### config.mk
export PLATFORM = sky130hd
export DESIGN_NAME = regfile_wb_ctrl
export DESIGN_NICKNAME = d
export VERILOG_FILES = /design/src/rtl/regfile_wb_ctrl.sv
export SDC_FILE = /design/constraint.sdc
export NUM_CORES = 1
export LEC_CHECK = 0
export ABC_AREA = 1
export CORE_MARGIN = 5
export CORE_UTILIZATION = 50
export CTS_BUF_LIST = sky130_fd_sc_hd__clkbuf_2 sky130_fd_sc_hd__clkbuf_4 sky130_fd_sc_hd__clkbuf_8
export DETAILED_ROUTE_END_ITERATION = 10
export PLACE_DENSITY = 0.88
export SKIP_CTS_REPAIR_TIMING = 1
export SLEW_MARGIN = 5
export SYNTH_ARGS = -nofsm -noshare
export SYNTH_HDL_FRONTEND = slang
export SYNTH_SLANG_ARGS = --single-unit
### constraint.sdc
create_clock -name clk -period 2.45 [get_ports clk]
set_input_delay 0.3675 -clock clk [delete_from_list [all_inputs] [get_ports clk]]
set_output_delay 0.3675 -clock clk [all_outputs]
set_load 0.03 [all_outputs]
### src/rtl/regfile_wb_ctrl.sv
// Writeback controller: round-robin arbitration of two writeback sources onto the
// single register-file write port, plus the per-register busy scoreboard.
module regfile_wb_ctrl #(
  parameter int XLEN = 32,
  parameter int AW   = 5
) (
  input  logic              clk,
  input  logic              rst,
  input  logic              iss_valid,
  input  logic [AW-1:0]     iss_rd,
  output logic              iss_ready,
  input  logic              a_valid,
  input  logic [AW-1:0]     a_rd,
  input  logic [XLEN-1:0]   a_data,
  output logic              a_ready,
  input  logic              b_valid,
  input  logic [AW-1:0]     b_rd,
  input  logic [XLEN-1:0]   b_data,
  output logic              b_ready,
  output logic              rf_we,
  output logic [AW-1:0]     rf_waddr,
  output logic [XLEN-1:0]   rf_wdata,
  input  logic [AW-1:0]     chk_addr1,
  output logic              chk_busy1,
  input  logic [AW-1:0]     chk_addr2,
  output logic              chk_busy2,
  output logic [2**AW-1:0]  busy_vec,
  output logic              err_spurious
);

  localparam int NREG = 2**AW;

  logic [NREG-1:0] busy_q;
  logic [NREG-1:0] busy_d;
  logic            last_a_q;
  logic            grant_any;
  logic            commit_d;
  logic [AW-1:0]   grant_rd;
  logic [XLEN-1:0] grant_data;
  logic            spurious;

  // last_a_q=0 after reset, so A wins the first contended cycle
  always_comb begin
    a_ready    = a_valid && (!b_valid || !last_a_q);
    b_ready    = b_valid && !a_ready;
    grant_any  = a_ready || b_ready;
    grant_rd   = a_ready ? a_rd : b_rd;
    grant_data = a_ready ? a_data : b_data;
    commit_d   = grant_any && (grant_rd != '0);
  end

  assign iss_ready = (iss_rd == '0) || !busy_q[iss_rd];
  assign chk_busy1 = busy_q[chk_addr1];
  assign chk_busy2 = busy_q[chk_addr2];
  assign busy_vec  = busy_q;
  assign spurious  = rf_we && (rf_waddr != '0) && !busy_q[rf_waddr];

  // Clear before set: a same-cycle issue to a not-busy register must win
  always_comb begin
    busy_d = busy_q;
    if (rf_we)
      busy_d[rf_waddr] = 1'b0;
    if (iss_valid && iss_ready && (iss_rd != '0))
      busy_d[iss_rd] = 1'b1;
    busy_d[0] = 1'b0;
  end

  always_ff @(posedge clk) begin
    if (rst) begin
      busy_q       <= '0;
      last_a_q     <= 1'b0;
      rf_we        <= 1'b0;
      rf_waddr     <= '0;
      rf_wdata     <= '0;
      err_spurious <= 1'b0;
    end else begin
      busy_q <= busy_d;
      if (grant_any)
        last_a_q <= a_ready;
      rf_we <= commit_d;
      if (commit_d) begin
        rf_waddr <= grant_rd;
        rf_wdata <= grant_data;
      end
      if (spurious)
        err_spurious <= 1'b1;
    end
  end

endmodule

* Word-level counts from Yosys, hierarchy flattened
Index checks and enable logic that the tools add are counted.
** Word-level totals
- Input bits :: 94
- Logic and storage cells :: 53
- Bits in registers :: 72
- Memory bits (read-only) :: 0
- Memories kept :: 0
- Latch bits :: 0
- Output and inout port bits :: 76
- Bits in writable memories :: 0
** Cells by class
- Divide/modulo/power cells :: 0
- Add/sub/neg operators :: 0
- Bitwise gates (word level) :: 3
- Multipliers :: 0
- Reductions and logical operators :: 21
- Eq/ne operators :: 0
- Shift-type cells :: 0
- Order comparisons :: 6
- Muxes and demuxes :: 16
** Operators by type and width (count)
- 32-bit two-way mux :: 3
- 32-bit bitwise AND :: 1
- 32-bit inverter :: 1
- 32-bit OR :: 1
- 5-bit by 6-bit less-than comparator with 1-bit output, second input constant :: 4
- 1-bit binary-select mux with 5-bit select :: 4
- 5-bit nonzero test :: 3
- 1-bit demux with 5-bit select :: 2
- 5-bit by 1-bit >= comparator with 1-bit output, second input constant :: 2
- 1-bit logical AND :: 9
- 1-bit two-way mux :: 6
- 1-bit logical NOT :: 5
- 5-bit logical NOT :: 1
- 5-bit two-way mux :: 1
- 1-bit logical OR :: 3

* Logic depth before layout (Yosys ltp)
Gate-level depths: netlist of the first run.
- Depth in word-level cells :: 9
- Depth in mapped cells :: 14
- Mapped depth without buffers :: 12

* Worst setup path after synthesis of the first run
OpenSTA, ideal clock, no wires.
- Path kind :: input -> output
- Start point :: input port iss_rd[1]
- End point :: output port iss_ready
- Required time :: 2082 ps
- Stages on the path :: 8
- Path buffers :: 2
- Arrival :: 1923 ps
- Path slack :: 160 ps
- Path through :: buf_4 -> inv_2 -> buf_2 -> nand2_1 -> nand2_1 -> nand2_1 -> nand2_1 -> nor4_1
** On the way
- Word-level cells in the longest chain between the ends :: 4
- Elaborated cells between the ends (all ways) :: 5
- Classes of those cells :: mux: 2; reduce/logical: 3
** RTL lines
- start, declared :: line 10 : input logic [AW-1:0] iss_rd,
- 1-bit binary-select mux with 5-bit select :: line 52 : assign iss_ready = (iss_rd == '0) || !busy_q[iss_rd];
- 1-bit two-way mux (not written as such) :: line 52
- 1-bit logical NOT :: line 52
- 1-bit logical OR (*) :: line 52
- end, declared :: line 11 : output logic iss_ready,
Mark *: on every way between the ends. The rest lies on a longest branch, timed or not. The select of a mux whose other input is x is not followed.

* Final worst setup path of the first run
- Start point :: input port iss_rd[0]
- End point :: output port iss_ready
The elaborated chain is that of the path after synthesis.

==> flow_summary.toml, run 1 <==
[status]
status = "finished, final reports clean"

[worst_setup_path]
path_buf_inv = 3
crit_type = "in2out"
endpoint_kind = "output port"
cp.arrival_ns = 1.96
required_ns = 2.08
cp_top_family = "buffers and inverters"
cpMostUsedCell = "nand2_1"
slowest_delay_ns = 0.56
cp-start-kind = "input pin"
path_max_fanout = 14
crit_slowest_cell = "clkdlybuf4s50_1"
crit_path_cell_trace = "clkdlybuf4s50_1, inv_2, nand2_1, nand2_1, nand2_1, nand2_1, nand2_1, nand2_1, nor4_2, buf_4"

[yosys]
ys_types = 26
synth_ff_type = "dfxtp_1"
synth_top_area_cell = "dfxtp_1"
yosysWarnings = 0
netlist_area_sq_um = 4660
synthTopCellsByCount = "nand2_1 (232), nor2_1 (108), o21ai_0 (81)"
yosysMostFrequentCell = "nand2_1"
synthArstFlopShare_pct = 0
yosysSeqAreaShare_pct = 30.5
syn_area_per_cell_sq_um = 6.02
synth-edff-count = 0
netlist_instances = 774
synth_top_cell_area_share_pct = 30.5
synthesis.nets = 868
synth_seq_cells = 71
synth_area_leaders = "dfxtp_1 (31%), nand2_1 (19%), nor2_1 (8.7%)"

[sta]
fin_worst_skew_ns = 0.00757
timing.final.crit_period_ns = 2.33
slew_violations = 0
fin_crit_sh_pct = 95.0
max_freq_mhz = 430
hold_viol_final = 0
setup_violations = 0
layout_setup_ws_ns = 0.123
maxSlewHeadroom_pct = 65.9
tightest_slew_ns = 0.509
fin_setup_tns_ns = 0

[place]
dp_slack_ns = 0.125
dp_cells = 1028
numPortBuffers = 168
hpwlAfterDp_um = 12400
routabilityCongestion = 0.947

[clocking]
cts.reportedPaths.clkPinSlew_ns = 0.07
root_buffer = "clkbuf_8"
clk_path_buf_depth = 2
cts_made_buffers = 9
cts_max_level = 3
cts_tree = "done"
clk_latency_ns = 0.36
clkSinkCount = 71

[cells_and_area]
area_growth_syn_to_layout_pct = 40.6
stdcell_count = 1044
diodes = 0
final_core_util_pct = 71.5
fill_cells = 766
nets = 1022
drive_gt1_share_pct = 8.36

[floorplanning]
fp.dieH_um = 107
die_area_sq_um = 11300
die_width_um = 107
num_rows = 35
num_io_pins = 170
start_util_pct = 50.9
fp.coreArea_sq_um = 9150

[global_route]
grt_pass1_wl_um = 26200
overflow = 0
grt_pass1_vias = 5238
grt_max_degree = 38
globalRouteTotalUtil_pct = 29.0
antenna_found_initial = 0

[route]
wl_um = 17000
wl_per_cell_um = 16.3
dr.pass1.iters = 5
drc = 0
vias = 5894
ant_nets = 0
drt_iter0_markers = 632
viasPerCell = 5.65

[pwr]
p_per_area_nw_per_um2 = 471
ir_drop_mv = 0.305
p_leak_nw = 2.75

[worst_hold_path]
hold_path.class = "reg2reg"

[flow_run]
max_cap_violations = 0
==> worst reg2reg max path, cell delays in order, from the launching register on <==
cell and delay (ns):
dfxtp_1 0.36, nand2_1 0.07, nand2_2 0.15, inv_2 0.11
nand2_1 0.08, nand2_1 0.06, nor2_1 0.13, nand3_1 0.10
nand2_1 0.18, buf_4 0.27, nand2_1 0.11, a21oi_1 0.16
==> routing by layer <==
layer  up-vias  global-route usage [%]  share of wire, %
met3        49                    9.84                14
met5         -                       0                 0
met4         0                    10.4               3.2
li1       2864                       -                 -
met1      2582                    34.7                37
met2       399                    48.3                46
==> cell type report <==
type / count / area, sq um / area share, %
Multi-Input combinational cell: 613 / 2800 / 42.8
Timing Repair Buffer: 184 / 1820 / 27.8
Sequential cell: 71 / 1420 / 21.7
Inverter: 49 / 189 / 2.89
Tap cell: 111 / 139 / 2.12
Clock buffer: 9 / 124 / 1.89
Clock inverter: 7 / 55.1 / 0.841
==> state kept, by name, indices dropped and copies added, names as in the netlist <==
| register | cells |
|---|---|
| busy_vec | 31 |
| err_spurious | 1 |
| last_a_q | 1 |
| rf_waddr | 5 |
| rf_wdata | 32 |
| rf_we | 1 |
==> cell usage in the layout (no fill, tap or decap), types with 2 or more instances in the layout <==
master,instances
buf_12,2
nor3_1,15
inv_2,3
inv_1,44
nor2_1,108
a21oi_1,44
nand4_1,33
nand2_1,232
nand3_1,20
a22oi_1,7
clkinv_4,2
dfxtp_1,71
clkdlybuf4s50_1,163
o21ai_1,21
o221ai_1,10
o211ai_1,4
nor2_2,32
o21ai_0,81
buf_4,18
clkinvlp_4,2
inv_6,3
nand2_2,3
clkbuf_8,9
==> cell families (layout without fill, tap and decap cells) <==
logic type	Yosys count	count (layout)	share of synthesized area, %
AO/OA/AOI/OAI	167	167	19.3
AND/OR/NAND/NOR	445	445	40.6
buffers and inverters	90	249	9.48
flip-flops	71	71	30.5
other	1	1	0.0805
==> per-stage QoR <==
step	power, W	hold WS, ns	cell area, sq um
after floorplan	0.00184	0.422	4660
after global placement	0.00223	0.441	6360
after detailed placement	0.00224	0.445	6360
after CTS	0.00308	0.458	6540
after global routing	0.00323	0.490	6550
final	0.00308	0.460	6550
==> power breakdown <==
group | internal (W) | leakage (nW) | switching (W) | total, W
registers | 0.00123 | 0.583 | 0.0000675 | 0.00129
clock network | 0.000375 | 0.0862 | 0.000473 | 0.000848
logic | 0.000393 | 2.08 | 0.000547 | 0.000940
total | 0.00199 | 2.75 | 0.00109 | 0.00308
==> worst paths after layout <==
path	start	endpoint	slack (ns)	cells after the start
worst max register to register	last_a_q	rf_waddr[4]	0.60	11
worst max-delay path	iss_rd[0]	iss_ready	0.12	10
worst min register to register	err_spurious	err_spurious	0.46	2
worst min-delay path	err_spurious	err_spurious	0.46	2
No activity file was read; power rests on OpenSTA's default activity.
==> run 2: changes to the inputs <==
Settings changed: CTS_CLUSTER_SIZE set to 28.
Clock period 2.45 ns to 2.9 ns, I/O delays scaled along.
==> run 2 against run 1 <==
- power decreased by 10%
- critical endpoint unchanged
- final area is 0.23% lower
- register-to-register slack improved by 0.51 ns
- first-iteration DRC count rose by 7.6%
- utilization fell by 0.16 points
- final cell count fell by 0.29%
- sequential share of layout area barely moved
- count of clock-buffer cells in the layout increased by 1
- critical path type unchanged
- die area stayed put
==> flow_summary.toml, run 2 (synthesized netlist as in run 1, its figures left out) <==
[route]
dr.pass1.iters = 5
drt_iter0_markers = 680
viasPerCell = 5.65
drc = 0
ant_nets = 0
wl_um = 17200
vias = 5885
wl_per_cell_um = 16.5

[worst_setup_path]
crit_type = "in2out"
path_max_fanout = 14
reg2reg_from = "last_a_q"
worst-r2r-setup-slack_ns = 1.11
crit_slowest_cell = "clkdlybuf4s50_1"
endpoint_kind = "output port"
cp.arrival_ns = 2.18
crit_path_cell_trace = "clkdlybuf4s50_1, buf_4, nor2_1, nand2_1, nand3_1, nand2_1, nand2_1, nor4_1, buf_4"
rr_endpoint = "rf_wdata[5]"
reg2reg_depth = 9
cp-start-kind = "input pin"
cpMostUsedCell = "nand2_1"
required_ns = 2.47
slowest_delay_ns = 0.65

[sta]
maxSlewHeadroom_pct = 37.4
max_freq_mhz = 382
hold_viol_final = 0
fin_crit_sh_pct = 90.3
setup_violations = 0
timing.final.crit_period_ns = 2.62
rsz0062_at_grt = "false"
slew_violations = 0
holdWs_ns = 0.458
fin_setup_tns_ns = 0
tightest_slew_ns = 0.938
fin_worst_skew_ns = 0.0105

[worst_hold_path]
holdPathEnd = "last_a_q"
hp-start = "last_a_q"
hold_path.class = "reg2reg"
whs_path_depth = 1

[cells_and_area]
area_growth_syn_to_layout_pct = 40.2
mostFrequentLayoutCells = "nand2_1 (232), clkdlybuf4s50_1 (163), nor2_1 (108)"
largest-register = "rf_wdata"
largest_reg_flops = 32
drive_gt1_share_pct = 7.96
diodes = 0
fill_cells = 790
layout_commonest_cell = "nand2_1"
seqCellArea_sq_um = 1420
nets = 1019
multi_input_area_sq_um = 2790
final_core_util_pct = 71.4

[floorplanning]
fp.dieH_um = 107
start_util_pct = 50.9
num_io_pins = 170
fp.coreArea_sq_um = 9150
num_rows = 35
die_width_um = 107
die_area_sq_um = 11300

[flow_run]
max_cap_violations = 0

[clocking]
root_buffer = "clkbuf_8"
cts_made_buffers = 9
cts_max_level = 3
clkSinkCount = 71
cts.reportedPaths.clkPinSlew_ns = 0.08
clk_latency_ns = 0.35
clk_path_buf_depth = 2
cts_tree = "done"

[place]
routabilityCongestion = 0.945
hpwlAfterDp_um = 12400
numPortBuffers = 168

[global_route]
use_met3_pct = 9.78
globalRouteTotalUtil_pct = 29.4
grt_pass1_vias = 5291
antenna_found_initial = 0
use_met1_pct = 36.0
grt_pass1_wl_um = 26800
busiest_layer = "met2"
overflow = 0
grt.met2_usage_pct = 47.1
grt_max_degree = 38

[pwr]
ir_drop_mv = 0.313
p_per_area_nw_per_um2 = 425
p_leak_nw = 2.75

[status]
status = "finished, final reports clean"
## run 2: worst max-delay path by stage
stage / start / to / slack, ns / cells past startpoint
after global routing: iss_rd[0] / iss_ready / 0.16 / 9
final: iss_rd[0] / iss_ready / 0.28 / 9
after detailed placement: iss_rd[0] / busy_vec[17] / 0.26 / 7
after CTS: iss_rd[0] / iss_ready / 0.30 / 9
after floorplan: iss_rd[1] / iss_ready / 0.47 / 8
after global placement: iss_rd[0] / busy_vec[23] / 0.29 / 7
## run 2: final cells by class
class	instances	share of cell area, %
clock buffer	10	2.11
clock inverter	6	1.28
timing repair buffer	181	27.0
tap	111	2.13
inverter	49	2.89
multi-input combinational	613	42.8
sequential	71	21.8
## run 2: metrics by stage
stage | instances | power, W | cell area (sq um) | setup slack, ns
CTS | 1041 | 0.00277 | 6530 | 0.300
detailed placement | 1025 | 0.00189 | 6310 | 0.258
global route | 1041 | 0.00289 | 6530 | 0.160
global placement | 1025 | 0.00189 | 6310 | 0.293
finish | 1041 | 0.00277 | 6530 | 0.281
floorplan | 774 | 0.00156 | 4660 | 0.475
## run 2: routing by layer
layer,share of wire (%),up-vias
met1,37,2587
li1,-,2854
met5,0,-
met4,4.6,0
met2,45,371
met3,14,73
## run 2: critical path, delay by kind of cell
kind | cells | cell delay [ns]
buffers and inverters | 3 | 1.11
and+or+nand+nor | 6 | 0.63
## run 2: power breakdown
part | internal (W) | total (W) | switching (W)
sequential | 0.00104 | 0.00109 | 0.0000577
clock | 0.000505 | 0.000893 | 0.000388
combinational | 0.000328 | 0.000789 | 0.000461
